## src/rtl/somador_serial4_pkg.sv

```systemverilog
// Shared definitions for the bit-serial adder/subtractor: state encoding and default width.
package somador_serial4_pkg;

  localparam int unsigned DefaultWidth = 4;

  typedef enum logic [1:0] {
    StIdle = 2'd0,
    StAdd  = 2'd1,
    StDone = 2'd2
  } state_e;

endpackage

```

## src/rtl/somador_serial4_if.sv

```systemverilog
// Operand/result bundle between the serial adder and its user; vectors use index 0 = MSB.
interface somador_serial4_if
  import somador_serial4_pkg::*;
#(
  parameter int unsigned WIDTH = DefaultWidth
);
  logic             start;
  logic             sub;
  logic             cin;
  logic [0:WIDTH-1] A;
  logic [0:WIDTH-1] B;
  logic [0:WIDTH-1] S;
  logic             cout;
  logic             ovf;
  logic             busy;
  logic             done;

  modport master (
    output start, sub, cin, A, B,
    input  S, cout, ovf, busy, done
  );

  modport slave (
    input  start, sub, cin, A, B,
    output S, cout, ovf, busy, done
  );
endinterface

```

## src/rtl/somador1.sv

```systemverilog
// Combinational 1-bit full adder.
module somador1 (
  input  logic a,
  input  logic b,
  input  logic ci,
  output logic s,
  output logic co
);
  assign s  = a ^ b ^ ci;
  assign co = (a & b) | (ci & (a ^ b));
endmodule

```

## src/rtl/somador_serial4.sv

```systemverilog
// Bit-serial adder/subtractor, LSB first, one bit per clock; S/cout/ovf change only when an
// operation completes so the downstream decoder never sees a partial sum.
module somador_serial4
  import somador_serial4_pkg::*;
#(
  parameter int unsigned WIDTH = DefaultWidth
) (
  input logic             clk,
  input logic             rst,
  somador_serial4_if.slave bus
);
  localparam int unsigned CntW = (WIDTH > 1) ? $clog2(WIDTH) : 1;
  localparam logic [CntW-1:0] LastBit = CntW'(WIDTH - 1);

  state_e           state_q;
  logic [0:WIDTH-1] a_q, b_q, r_q, r_nxt, s_q;
  logic [CntW-1:0]  cnt_q;
  logic             carry_q, cout_q, ovf_q, busy_q, done_q;
  logic             sum_bit, carry_nxt;

  // LSB lives at index WIDTH-1 of the operand shift registers.
  somador1 u_fa (
    .a (a_q[WIDTH-1]),
    .b (b_q[WIDTH-1]),
    .ci(carry_q),
    .s (sum_bit),
    .co(carry_nxt)
  );

  // Sum bits enter from the MSB side so the first (LSB) one ends at index WIDTH-1.
  always_comb begin
    r_nxt    = r_q >> 1;
    r_nxt[0] = sum_bit;
  end

  always_ff @(posedge clk) begin
    if (rst) begin
      state_q <= StIdle;
      a_q     <= '0;
      b_q     <= '0;
      r_q     <= '0;
      cnt_q   <= '0;
      carry_q <= 1'b0;
      s_q     <= '0;
      cout_q  <= 1'b0;
      ovf_q   <= 1'b0;
      busy_q  <= 1'b0;
      done_q  <= 1'b0;
    end else begin
      unique case (state_q)
        StIdle: begin
          done_q <= 1'b0;
          if (bus.start) begin
            a_q     <= bus.A;
            b_q     <= bus.sub ? ~bus.B : bus.B;
            carry_q <= bus.sub ? 1'b1 : bus.cin;
            cnt_q   <= '0;
            busy_q  <= 1'b1;
            state_q <= StAdd;
          end
        end
        StAdd: begin
          a_q     <= a_q >> 1;
          b_q     <= b_q >> 1;
          r_q     <= r_nxt;
          carry_q <= carry_nxt;
          cnt_q   <= cnt_q + CntW'(1);
          if (cnt_q == LastBit) begin
            s_q     <= r_nxt;
            cout_q  <= carry_nxt;
            // carry_q here is the carry into the MSB.
            ovf_q   <= carry_q ^ carry_nxt;
            busy_q  <= 1'b0;
            done_q  <= 1'b1;
            state_q <= StDone;
          end
        end
        StDone: begin
          done_q  <= 1'b0;
          state_q <= StIdle;
        end
        default: state_q <= StIdle;
      endcase
    end
  end

  assign bus.S    = s_q;
  assign bus.cout = cout_q;
  assign bus.ovf  = ovf_q;
  assign bus.busy = busy_q;
  assign bus.done = done_q;
endmodule

```

## src/flat_wrapper.sv

```systemverilog
// flat-port wrapper written by rule: the top's interface ports become plain ports
module somador_serial4_flat import somador_serial4_pkg::*;
#(
  parameter int unsigned WIDTH = DefaultWidth
)
  (clk, rst, bus_start, bus_sub, bus_cin, bus_A, bus_B, bus_S, bus_cout, bus_ovf, bus_busy, bus_done);
  somador_serial4_if #(.WIDTH(WIDTH)) bus_i ();
  input logic clk;
  input logic rst;
  input wire logic [$bits(bus_i.start)-1:0] bus_start;
  input wire logic [$bits(bus_i.sub)-1:0] bus_sub;
  input wire logic [$bits(bus_i.cin)-1:0] bus_cin;
  input wire logic [$bits(bus_i.A)-1:0] bus_A;
  input wire logic [$bits(bus_i.B)-1:0] bus_B;
  output wire logic [$bits(bus_i.S)-1:0] bus_S;
  output wire logic [$bits(bus_i.cout)-1:0] bus_cout;
  output wire logic [$bits(bus_i.ovf)-1:0] bus_ovf;
  output wire logic [$bits(bus_i.busy)-1:0] bus_busy;
  output wire logic [$bits(bus_i.done)-1:0] bus_done;
  assign bus_i.start = bus_start;
  assign bus_i.sub = bus_sub;
  assign bus_i.cin = bus_cin;
  assign bus_i.A = bus_A;
  assign bus_i.B = bus_B;
  assign bus_S = bus_i.S;
  assign bus_cout = bus_i.cout;
  assign bus_ovf = bus_i.ovf;
  assign bus_busy = bus_i.busy;
  assign bus_done = bus_i.done;
  somador_serial4 #(.WIDTH(WIDTH)) u_core (.clk(clk), .rst(rst), .bus(bus_i));
endmodule
```

## config.mk

```make
export PLATFORM = sky130hd
export DESIGN_NAME = somador_serial4_flat
export DESIGN_NICKNAME = d
export VERILOG_FILES = /design/src/rtl/somador_serial4_pkg.sv /design/src/rtl/somador_serial4_if.sv /design/src/rtl/somador1.sv /design/src/rtl/somador_serial4.sv /design/src/flat_wrapper.sv
export SDC_FILE = /design/constraint.sdc
export NUM_CORES = 1
export LEC_CHECK = 0
export BUFFER_PORTS_ARGS = -buffer_cell sky130_fd_sc_hd__buf_2
export CORE_AREA = 2 2 46 56
export DETAILED_ROUTE_END_ITERATION = 10
export DIE_AREA = 0 0 48 58
export PLACE_DENSITY = 0.82
export REMOVE_ABC_BUFFERS = 1
export SLEW_MARGIN = 20
export SYNTH_ARGS = -nofsm -noshare
export SYNTH_HDL_FRONTEND = slang
export SYNTH_SLANG_ARGS = --single-unit
```

## constraint.sdc

```tcl
create_clock -name clk -period 2 [get_ports clk]
set_input_delay 0.4 -clock clk [delete_from_list [all_inputs] [get_ports clk]]
set_output_delay 0.4 -clock clk [all_outputs]
set_load 0.02 [all_outputs]
```

**Yosys cells after proc, flatten, opt, wreduce, memory -nomap -nowiden**

Index checks and enable logic that the tools add are counted.

- $add $sub $neg: 1
- Eq/ne operators: 5
- Multiplexer cells: 18
- Bitwise operators: 7
- Reduce and logical (&&, ||, !) cells: 9

Operators by type and width:

| kind | number |
|---|---|
| case mux 4 bit (2 select lines) | 2 |
| two-way mux 4 bit | 3 |
| case mux 2 bit (2 select lines) | 2 |
| AND reduction 2 bit | 4 |
| two-way mux 2 bit | 3 |
| case mux 1 bit (2 select lines) | 3 |
| two-way mux 1 bit | 5 |
| == test 2 bit (second input constant) | 2 |
| inverter 4 bit | 1 |
| nonzero test 2 bit | 2 |
| AND reduction 3 bit | 1 |
| XOR 1 bit | 3 |
| adder 2 x 1 -> 2 bit (second input constant) | 1 |
| AND 1 bit | 2 |
| == test 2 x 1 -> 1 bit (second input constant) | 1 |
| logical NOT 2 bit | 1 |
| != test 2 x 1 -> 1 bit (second input constant) | 1 |
| != test 2 bit (second input constant) | 1 |
| OR reduction 2 bit | 1 |
| bitwise OR 1 bit | 1 |

- Register bits after elaboration: 25
- Bits of input ports: 13
- Output and inout port bits: 8
- Word-level logic and storage cells: 51

**Longest topological paths before layout**

Gate-level depths: netlist (run 1).

- Depth in word-level cells: 4
- Gate-level depth with buffers: 5
- Gate-level depth less buffers: 4

**By module**

A second synthesis (run 1) with hierarchy kept.

- Cells, all modules: 111
- Area total of the unflattened synthesis: 1,031.0 um^2

Modules (own cells, without submodules):

| module | instances | cells an instance | area each (um^2) | seq. area each (um^2) |
|---|---|---|---|---|
| somador_serial4 | 1 | 110 | 1,011.0 | 480.5 |
| somador1 | 1 | 1 | 20.0 | 0.0 |

**Least setup slack after synthesis (run 1)**

Ideal clock, no wire load.

- Path type: flip-flop to flip-flop
- From: reg u_core.a_q[3] (netlist name)
- To: reg u_core.carry_q
- Library setup time: 0.117 ns
- Arrival time: 1.103 ns
- Required time: 1.883 ns
- Setup slack: 0.779 ns
- Stages on the path, launching flop included: 5
- Buffers on the path: 0
- Clock period less this slack: 1.221 ns
- Path through: dfxtp_1 -> fa_1 -> nand2_1 -> o21ai_0 -> a32o_1

- Cells in the longest elaborated chain, start to end: 4
- Elaborated cells between the ends (all ways): 5
- Those cells by class: mux (1); bitwise (4)

RTL lines:

| item | line | RTL |
|---|---|---|
| start, declared | somador_serial4.sv:16 | `logic [0:WIDTH-1] a_q, b_q, r_q, r_nxt, s_q;` |
| start signal, assigned | somador_serial4.sv:54 | `a_q <= bus.A;` |
| start signal, assigned | somador_serial4.sv:63 | `a_q <= a_q >> 1;` |
| XOR 1 bit | somador1.sv:10 | `assign co = (a & b) \| (ci & (a ^ b));` |
| AND 1 bit | somador1.sv:10 |  |
| bitwise OR 1 bit * | somador1.sv:10 |  |
| net u_core.carry_nxt | somador_serial4.sv:19 | `logic sum_bit, carry_nxt;` |
| case mux 1 bit (2 select lines) * | somador_serial4.sv:50 | `unique case (state_q)` |
| end signal, assigned | somador_serial4.sv:56 | `carry_q <= bus.sub ? 1'b1 : bus.cin;` |
| end signal, assigned | somador_serial4.sv:66 | `carry_q <= carry_nxt;` |
| end, declared | somador_serial4.sv:18 | `logic carry_q, cout_q, ovf_q, busy_q, done_q;` |

Mark *: on every way through the listed nets, which the timed path passes. The rest lies on a longest branch.
A chain may end at the register's enable or synchronous reset.

**Final worst setup path (run 1)**

- From: reg u_core.state_q[0]
- To: reg u_core.b_q[2] (netlist name)

- Cells in the longest elaborated chain, start to end: 3
- Elaborated cells between the ends (all ways): 6
- Those cells by class: eq/ne (2); mux (1); reduce/logical (3)

RTL lines:

| item | line | RTL |
|---|---|---|
| start, declared | somador_serial4.sv:15 | `state_e state_q;` |
| start signal, assigned | somador_serial4.sv:38 | `state_q <= StIdle;` |
| start signal, assigned | somador_serial4.sv:59 | `state_q <= StAdd;` |
| start signal, assigned | somador_serial4.sv:75 | `state_q <= StDone;` |
| == test 2 x 1 -> 1 bit / logical NOT 2 bit (equally long branches) | somador_serial4.sv:50 |  |
| nonzero test 2 bit (no line) / != test 2 bit (equally long branches) | -- |  |
| AND reduction 2 bit (no line) | -- |  |
| end signal, assigned | somador_serial4.sv:55 | `b_q <= bus.sub ? ~bus.B : bus.B;` |
| end signal, assigned | somador_serial4.sv:64 | `b_q <= b_q >> 1;` |
| end, declared | somador_serial4.sv:16 |  |

Parallel ways exist; a longest one is shown, timed or not.

==> results of run 1 <==
==> worst max path at each step <==
stage                      start             end
2_1_floorplan      u_core.a_q[3]  u_core.carry_q
3_3_place_gp   u_core.state_q[1]   u_core.b_q[2]
3_5_place_dp   u_core.state_q[1]   u_core.b_q[2]
4_1_cts        u_core.state_q[1]   u_core.b_q[2]
5_1_grt        u_core.state_q[0]   u_core.b_q[2]
6_report       u_core.state_q[0]   u_core.b_q[2]
==> layer usage <==
| layer | part of all wire | up-vias |
|---|---|---|
| li1 | - | 443 |
| met1 | 0.45 | 395 |
| met2 | 0.49 | 20 |
| met3 | 0.031 | 7 |
| met4 | 0.027 | 0 |
| met5 | 0 | - |
==> cell usage after synthesis <==
| cell type | number | area share |
|---|---|---|
| nand2_1 | 12 | 0.042 |
| nor2_1 | 13 | 0.046 |
| dfxtp_1 | 24 | 0.45 |
| o21bai_1 | 1 | 0.0071 |
| mux2i_1 | 2 | 0.019 |
| o22ai_1 | 3 | 0.018 |
| nand2b_1 | 2 | 0.012 |
| nor3b_2 | 1 | 0.012 |
| buf_6 | 1 | 0.011 |
| clkbuf_1 | 2 | 0.0071 |
| nor3b_1 | 1 | 0.0071 |
| and2b_1 | 1 | 0.0071 |
| o21bai_2 | 1 | 0.011 |
| clkbuf_2 | 1 | 0.0047 |
| a21oi_1 | 16 | 0.075 |
| nand3_1 | 5 | 0.024 |
| a22oi_1 | 6 | 0.042 |
| xor2_1 | 2 | 0.017 |
| xnor2_1 | 3 | 0.025 |
| ha_1 | 1 | 0.012 |
| o221a_2 | 3 | 0.032 |
| a32o_1 | 1 | 0.0094 |
| nor2b_1 | 1 | 0.0059 |
| buf_4 | 3 | 0.021 |
| o21ai_0 | 3 | 0.014 |
| nand3b_2 | 1 | 0.011 |
| buf_2 | 2 | 0.0094 |
| fa_1 | 1 | 0.019 |
| a211oi_1 | 1 | 0.0071 |
| inv_1 | 6 | 0.021 |
==> power by group <==
part / internal [W] / switching [W]
Sequential: 0.000500 / 0.0000208
Clock: 0.000203 / 0.000153
Combinational: 0.0000479 / 0.0000557
==> final cells by class <==
| cell class | instances | area (sq um) |
|---|---|---|
| Fill cell | 211 | 1060 |
| Multi-Input combinational cell | 81 | 502 |
| Sequential cell | 24 | 480 |
| Timing Repair Buffer | 20 | 100 |
| Tap cell | 31 | 38.8 |
| Clock inverter | 1 | 30.0 |
| Clock buffer | 3 | 22.5 |
| Inverter | 6 | 22.5 |
==> cells in the final DEF, fill, tap and decap left out <==
| cell | count |
|---|---|
| a211oi_1 | 1 |
| inv_1 | 6 |
| a22oi_1 | 6 |
| fa_1 | 1 |
| clkbuf_4 | 3 |
| o21bai_2 | 1 |
| o221a_2 | 3 |
| bufinv_16 | 1 |
| dfxtp_1 | 24 |
| and2b_1 | 1 |
| nor3b_1 | 1 |
| nand2_1 | 12 |
| a21oi_1 | 16 |
| a32o_1 | 1 |
| nand2b_1 | 2 |
| o21ai_0 | 3 |
| buf_2 | 20 |
| nor2_1 | 13 |
| nor2b_1 | 1 |
| xor2_1 | 2 |
| nor3b_2 | 1 |
| o22ai_1 | 3 |
| nand3_1 | 5 |
| nand3b_2 | 1 |
| mux2i_1 | 2 |
| xnor2_1 | 3 |
| ha_1 | 1 |
| o21bai_1 | 1 |
==> worst max-delay path, cell delays in order (launching register included) <==
cell	delay [ns]
dfxtp_1	0.62
and2b_1	0.43
a22oi_1	0.12
o22ai_1	0.17
==> per-stage QoR <==
stage,cell area (sq um),util
after floorplan,1000,-
after global placement,1140,0.506
final,1200,0.530
after global routing,1200,0.530
after detailed placement,1140,0.506
after CTS,1200,0.530
==> sequential cells by signal (all words and copies together), names as in the netlist <==
register	cells
u_core.r_q	3
u_core.b_q	4
u_core.carry_q	1
u_core.bus.ovf	1
u_core.bus.cout	1
u_core.bus.S	4
u_core.bus.done	1
u_core.bus.busy	1
u_core.state_q	2
u_core.a_q	4
u_core.cnt_q	2
==> kinds of logic after synthesis <==
logic type      after synthesis
flops                        24
mux                           2
buf+inv                      15
xor+xnor                      5
simple gates                 37
fa+ha+maj                     2
compound gates               35
==> summary.md, run 1 <==
| Metric | Value |
|---|---|
| Status | completed |
| Worst VDD drop | 0.431 mV |
| Worst hold path type | input pin to register |
| First-pass GRT wire length | 3190 um |
| Final hold slack | 0.310 ns |
| Layout area overhead | 12.7% |
| Final WL | 1950 um |
| Count of different cell masters after synthesis | 30 |
| Max FO, Critical Path | 13 |
| Max_slew headroom | 0.707 |
| Final ANT Viol Nets | 0 |
| Fin. Hold Viols | 0 |
| Nets | 151 |
| Worst r2r path cells | 3 |
| Max-cap violations | 0 |
| Dpl ws | 0.623 ns |
| Iter 0 DRT Violations | 13 |
| Largest net degree at the start of global routing | 27 |
| CTS Sinks | 24 |
| GRT met3 Usage | 0.0280 |
| Non-filler cells, final | 166 |
| Post-route DRC | 0 |
| GRT Util Overall | 0.157 |
| Width of the die | 48 um |
| Wirelength per Cell | 11.7 um |
| Pre-Repair DR Iteration Count | 4 |
| Mux contribution to synthesized area | 0.0189 |
| Setup crit start kind | register |
| Placed cell count | 162 |
| Most Used Layer, Global Route | met2 |
| Post-Route Skew | 0.00519 ns |
| RSZ-0062 raised after global routing | no |
| Xor/xnor share of the synthesized area | 0.0413 |
| Insertion delay to the later sink of the worst-skew pair | 0.32 ns |
| Synth warn | 0 |
| Register area share after synthesis | 0.453 |
| Fmax | 0.713 GHz |
| Via density | 5.21 |
| Mapped cell area | 1060 sq um |
| Reg-to-reg endpoint | u_core.b_q[2] |
| CTS root buf | clkbuf_4 |
| Core ar. | 2260 sq um |
| Die area | 2780 sq um |
| Worst slew pin tran | 0.439 ns |
| Post-CTS resize count | 0 |
| Post-DP HPWL | 1330 um |
| Total CTS buffers | 3 |
| Initial antenna violation count | 0 |
| Post-Synth Adder-Cell Area | 0.0307 |
| Largest family of logic cells by synthesized area | compound AO/OA/AOI/OAI gates |
| H-tree depth | 1 |
| Via count | 865 |
| Post-layout worst setup margin | 0.598 ns |
| CP endpoint kind | register |
| HP Start | bus_A[3] |
| Hold path depth | 3 |
| Tmin final | 1.40 ns |
| # Post-CTS Setup Buffers | 0 |
| Fin crit share | 0.701 |
| Power Density | 819 nW/um^2 |
| Reg2reg start | u_core.state_q[0] |
| Crit Path Class | register to register |
| Min-Delay Endpoint | u_core.a_q[0] |
| Grt ovf | 0 |
| PortBufs | 20 |
| CTS tree | done |
| Vias in the first global route | 784 |
| # hold bufs at CTS | 0 |
| # IOs | 21 |
| GRT met2 Usage | 0.248 |
| Fraction of layout cells with a size suffix above 1 | 0.222 |
| Crit path DAT | 1.66 ns |
| Clock-pin slew on the worst setup and hold paths | 0.14 ns |
| Diodes inserted | 0 |
| Mean Syn Cell Area | 8.84 sq um |
| Max Slew Vio Count | 0 |
| Final setup viols | 0 |
| Synth Register Bits | 24 |
| CTS Buffer Depth | 2 |
| Compound-Gate Fraction of Synth Area | 0.216 |
| Leak | 0.495 nW |
| GP Congestion | 0.748 |
| Initial Utilization | 0.470 |
| Power Total | 0.000980 W |
| Worst EP required | 2.26 ns |
| GR Layer Usage met1 | 0.203 |
| Die Y | 58 um |
| Cells after Synth | 120 |
| Row count | 19 |
| Worst R2R Setup Slack | 0.60 ns |
| Setup TNS | 0 ns |
| Simple-gate share of the synthesized area | 0.166 |
(Power assumes the default switching activity.)
==> run 2: changes to the inputs <==
Clock period 2 ns to 1.4 ns, I/O delays scaled along.
==> run 2 against run 1 <==
  * Maximum frequency grew 6.2%
  * Critical path depth is 1 higher
  * Hold slack got worse by 0.10 ns
  * Flip-flop and latch count did not move
  * Critical endpoint is now u_core.bus.ovf
  * Largest power group unchanged
  * Clock power hardly changed
  * Routed wire length is 4.1% higher
  * Register-to-register slack got worse by 0.52 ns
  * Clock skew is 0.0036 ns lower
==> summary.md, run 2 (same netlist as run 1, synthesis figures left out) <==
| Metric | Value |
|---|---|
| Worst R2R Setup Slack | 0.08 ns |
| Worst slew pin tran | 0.430 ns |
| Largest net degree at the start of global routing | 18 |
| Area after DPL | 1180 sq um |
| Power Total | 0.00125 W |
| Nets | 156 |
| Iter 0 DRT Violations | 8 |
| GP Congestion | 0.745 |
| Fin crit share | 0.942 |
| PortBufs | 20 |
| Via density | 5.08 |
| Grt ovf | 0 |
| Pre-Repair DR Iteration Count | 4 |
| Finished Cell Area | 1220 sq um |
| Final WL | 2030 um |
| Die area | 2780 sq um |
| Row count | 19 |
| Final ANT Viol Nets | 0 |
| CTS Buffer Depth | 2 |
| # hold bufs at CTS | 0 |
| # Post-CTS Setup Buffers | 0 |
| Insertion delay to the later sink of the worst-skew pair | 0.31 ns |
| Post-CTS resize count | 0 |
| Wirelength per Cell | 11.9 um |
| # IOs | 21 |
| Width of the die | 48 um |
| Initial antenna violation count | 0 |
| Initial Utilization | 0.470 |
| CTS tree | done |
| Power Density | 1030 nW/um^2 |
| Post-Route Skew | 0.00162 ns |
| Worst hold path type | input pin to register |
| Setup crit start kind | register |
| RSZ-0062 raised after global routing | no |
| CTS Sinks | 24 |
| Util after Layout | 0.539 |
| Layout area overhead | 14.7% |
| Crit path DAT | 1.57 ns |
| Crit path buffers/inverters | 0 |
| Most common cell after layout, fill and taps aside | dfxtp_1 |
| Reg2reg start | u_core.a_q[3] |
| CP peak stage delay | 0.48 ns |
| GRT Util Overall | 0.155 |
| Crit Path Class | register to register |
| H-tree depth | 1 |
| Max FO, Critical Path | 3 |
| Leak | 0.515 nW |
| HP Start | bus_A[3] |
| Via count | 869 |
| Crit-path slowest cell | fa_1 |
| CTS root buf | clkbuf_4 |
| Status | completed |
| CP startpoint | u_core.a_q[3] |
| Vias in the first global route | 827 |
| Core ar. | 2260 sq um |
| Fin. Hold Viols | 0 |
| Post-DP HPWL | 1510 um |
| Commonest non-fill, non-tap cells in the layout | dfxtp_1 (24), buf_2 (20), a21oi_1 (16), nor2_1 (13), nand2_1 (12) |
| Worst VDD drop | 0.578 mV |
| Max_slew headroom | 0.713 |
| Diodes inserted | 0 |
| Max Slew Vio Count | 0 |
| Final hold slack | 0.209 ns |
| Die Y | 58 um |
| Fraction of layout cells with a size suffix above 1 | 0.250 |
| Worst path cell trace | fa_1 -> xor2_1 -> nand3_1 -> a21oi_1 |
| Tmin final | 1.32 ns |
| First-pass GRT wire length | 3200 um |
| Fmax | 0.758 GHz |
| Post-route DRC | 0 |
| Delay-heaviest family, CP | adder cells |
| Filler instances | 218 |
| CP endpoint kind | register |
| Worst EP required | 1.65 ns |
| Max-cap violations | 0 |
| Total CTS buffers | 3 |
| Clock-pin slew on the worst setup and hold paths | 0.12 ns |
| Final setup viols | 0 |
| Setup TNS | 0 ns |
==> run 2: cell type report <==
class / instances / area (sq um) / area share
multi-input combinational: 81 / 502 / 0.412
timing repair buffer: 25 / 138 / 0.113
clock buffer: 4 / 36.3 / 0.0298
tap: 31 / 38.8 / 0.0319
sequential: 24 / 480 / 0.395
inverter: 6 / 22.5 / 0.0185
==> run 2: path summary, 6_finish.rpt <==
check	depth (start not counted)	end
min reg2reg	2	u_core.bus.S[3]
max reg2reg	4	u_core.bus.ovf
max	4	u_core.bus.ovf
min	3	u_core.a_q[0]
==> run 2: layer usage <==
layer  vias up  global-route usage  part of all wire
met5         -                   0                 0
met4         0              0.0618            0.0020
met3         2              0.0343             0.030
met2        13               0.261              0.51
met1       406               0.184              0.46
li1        448                   -                 -
==> run 2: worst reg2reg max path: stages (launching register included) <==
cell and delay, ns:
dfxtp_1 0.36, fa_1 0.48, xor2_1 0.18, nand3_1 0.09, a21oi_1 0.16
==> run 2: report_power, final <==
group / total, W / internal (W) / switching [W]
logic: 0.000158 / 0.0000724 / 0.0000853
clock network: 0.000354 / 0.000159 / 0.000195
registers: 0.000739 / 0.000714 / 0.0000253
total: 0.00125 / 0.000945 / 0.000306
==> run 2: stage by stage <==
| stage | setup WS [ns] | instances |
|---|---|---|
| 2_1_floorplan | 0.166 | 111 |
| 3_3_place_gp | 0.157 | 167 |
| 3_5_place_dp | 0.117 | 167 |
| 4_1_cts | 0.0844 | 171 |
| 5_1_grt | 0.00858 | 171 |
| 6_report | 0.0808 | 171 |
==> run 3: changes to the inputs <==
Settings changed: CORE_AREA 2 2 46 56 to 2 2 50 52, DIE_AREA 0 0 48 58 to 0 0 52 54.
==> run 3 against run 2 <==
  * Register-to-register slack improved by 0.05 ns
  * Critical path depth fell by 1
  * Cell count fell by 1.2%
  * Hold slack got worse by 0.0030 ns
  * Die area rose by 0.86%
  * Largest power group unchanged
  * Critical endpoint unchanged
  * Power rose by 12%
  * Flip-flop and latch count did not move
  * Highest routed layer unchanged
  * Maximum frequency rose by 3.9%
  * Sequential share of layout area fell by 0.32 points
  * Largest cell class unchanged
==> summary.md, run 3 (same netlist as run 1, synthesis figures left out) <==
| Metric | Value |
|---|---|
| Power Density | 1140 nW/um^2 |
| RSZ-0062 raised after global routing | no |
| Nets | 155 |
| GP Congestion | 0.732 |
| Initial antenna violation count | 0 |
| Crit path DAT | 1.52 ns |
| Final setup viols | 0 |
| Die Y | 54 um |
| Largest net degree at the start of global routing | 16 |
| Grt ovf | 0 |
| Insertion delay to the later sink of the worst-skew pair | 0.31 ns |
| Initial Utilization | 0.457 |
| Iter 0 DRT Violations | 18 |
| Area after DPL | 1170 sq um |
| Status | completed |
| Tmin final | 1.27 ns |
| Commonest non-fill, non-tap cells in the layout | dfxtp_1 (24), buf_2 (20), a21oi_1 (16), nor2_1 (13), nand2_1 (12) |
| Max-cap violations | 0 |
| Core ar. | 2320 sq um |
| Post-route DRC | 0 |
| Final ANT Viol Nets | 0 |
| Setup TNS | 0 ns |
| # IOs | 21 |
| CTS Sinks | 24 |
| Total CTS buffers | 3 |
| Post-DP HPWL | 1510 um |
| H-tree depth | 1 |
| Worst EP required | 1.65 ns |
| GRT Util Overall | 0.163 |
| Final hold slack | 0.206 ns |
| CTS Buffer Depth | 2 |
| Via density | 5.18 |
| Vias in the first global route | 836 |
| CTS tree | done |
| Most common cell after layout, fill and taps aside | dfxtp_1 |
| Fraction of layout cells with a size suffix above 1 | 0.252 |
| Leak | 0.514 nW |
| CTS root buf | clkbuf_4 |
| Diodes inserted | 0 |
| Worst VDD drop | 0.750 mV |
| Pre-Repair DR Iteration Count | 4 |
| Worst hold path type | input pin to register |
| Max FO, Critical Path | 13 |
| Die area | 2810 sq um |
| Worst slew pin tran | 0.423 ns |
| Setup crit start kind | register |
| Post-CTS resize count | 0 |
| Max Slew Vio Count | 0 |
| Post-Route Skew | 0.00824 ns |
| Crit Path Class | register to register |
| Wirelength per Cell | 12.2 um |
| First-pass GRT wire length | 3420 um |
| Width of the die | 52 um |
| Fin. Hold Viols | 0 |
| # Post-CTS Setup Buffers | 0 |
| Final WL | 2060 um |
| Row count | 18 |
| Clock-pin slew on the worst setup and hold paths | 0.14 ns |
| Max_slew headroom | 0.718 |
| Via count | 875 |
| Fin crit share | 0.907 |
| CP endpoint kind | register |
| Finished Cell Area | 1230 sq um |
| # hold bufs at CTS | 0 |
| Fmax | 0.788 GHz |
| PortBufs | 20 |
| Layout area overhead | 15.7% |
| Filler instances | 244 |
run 3: path summary, 6_finish.rpt:
check | cells past startpoint | endpoint | startpoint | slack, ns
worst max-delay path | 3 | u_core.bus.ovf | u_core.state_q[0] | 0.13
worst min-delay path | 3 | u_core.a_q[0] | bus_A[3] | 0.21
worst min register to register | 2 | u_core.bus.S[3] | u_core.bus.S[3] | 0.47
worst max register to register | 3 | u_core.bus.ovf | u_core.state_q[0] | 0.13
run 3: critical path, cell delays in order, from the launching register on:
cell and delay (ns):
dfxtp_1 0.49, and2b_1 0.44, nand3_1 0.13, a21oi_1 0.16
run 3: where the power goes:
part | internal (W) | switching [W] | total [W] | leakage [nW]
Combinational | 0.0000736 | 0.0000847 | 0.000158 | 0.290
Clock | 0.000289 | 0.000208 | 0.000498 | 0.0279
Sequential | 0.000714 | 0.0000255 | 0.000740 | 0.196
run 3: layout make-up:
type / count / area, sq um / area share
clock buffers: 3 / 22.5 / 0.0183
clock inverters: 1 / 30.0 / 0.0245
inverters: 6 / 22.5 / 0.0183
multi-input cells: 81 / 504 / 0.411
flip-flops and latches: 24 / 480 / 0.391
well taps: 30 / 37.5 / 0.0306
repair buffers: 24 / 130 / 0.106
run 3: metal layers:
layer | GRT usage | wire length, um
met5 | 0 | 0
met4 | 0.0526 | 10
met3 | 0.0333 | 68
met2 | 0.304 | 1010
met1 | 0.184 | 971
run 3: metrics by stage:
stage / std cells / total power [W] / setup slack [ns] / utilization
floorplan: 111 / 0.000848 / 0.166 / -
global placement: 165 / 0.000904 / 0.161 / 0.505
detailed placement: 165 / 0.000912 / 0.0967 / 0.505
CTS: 169 / 0.00140 / 0.0790 / 0.528
global route: 169 / 0.00146 / 0.0409 / 0.529
finish: 169 / 0.00140 / 0.130 / 0.529
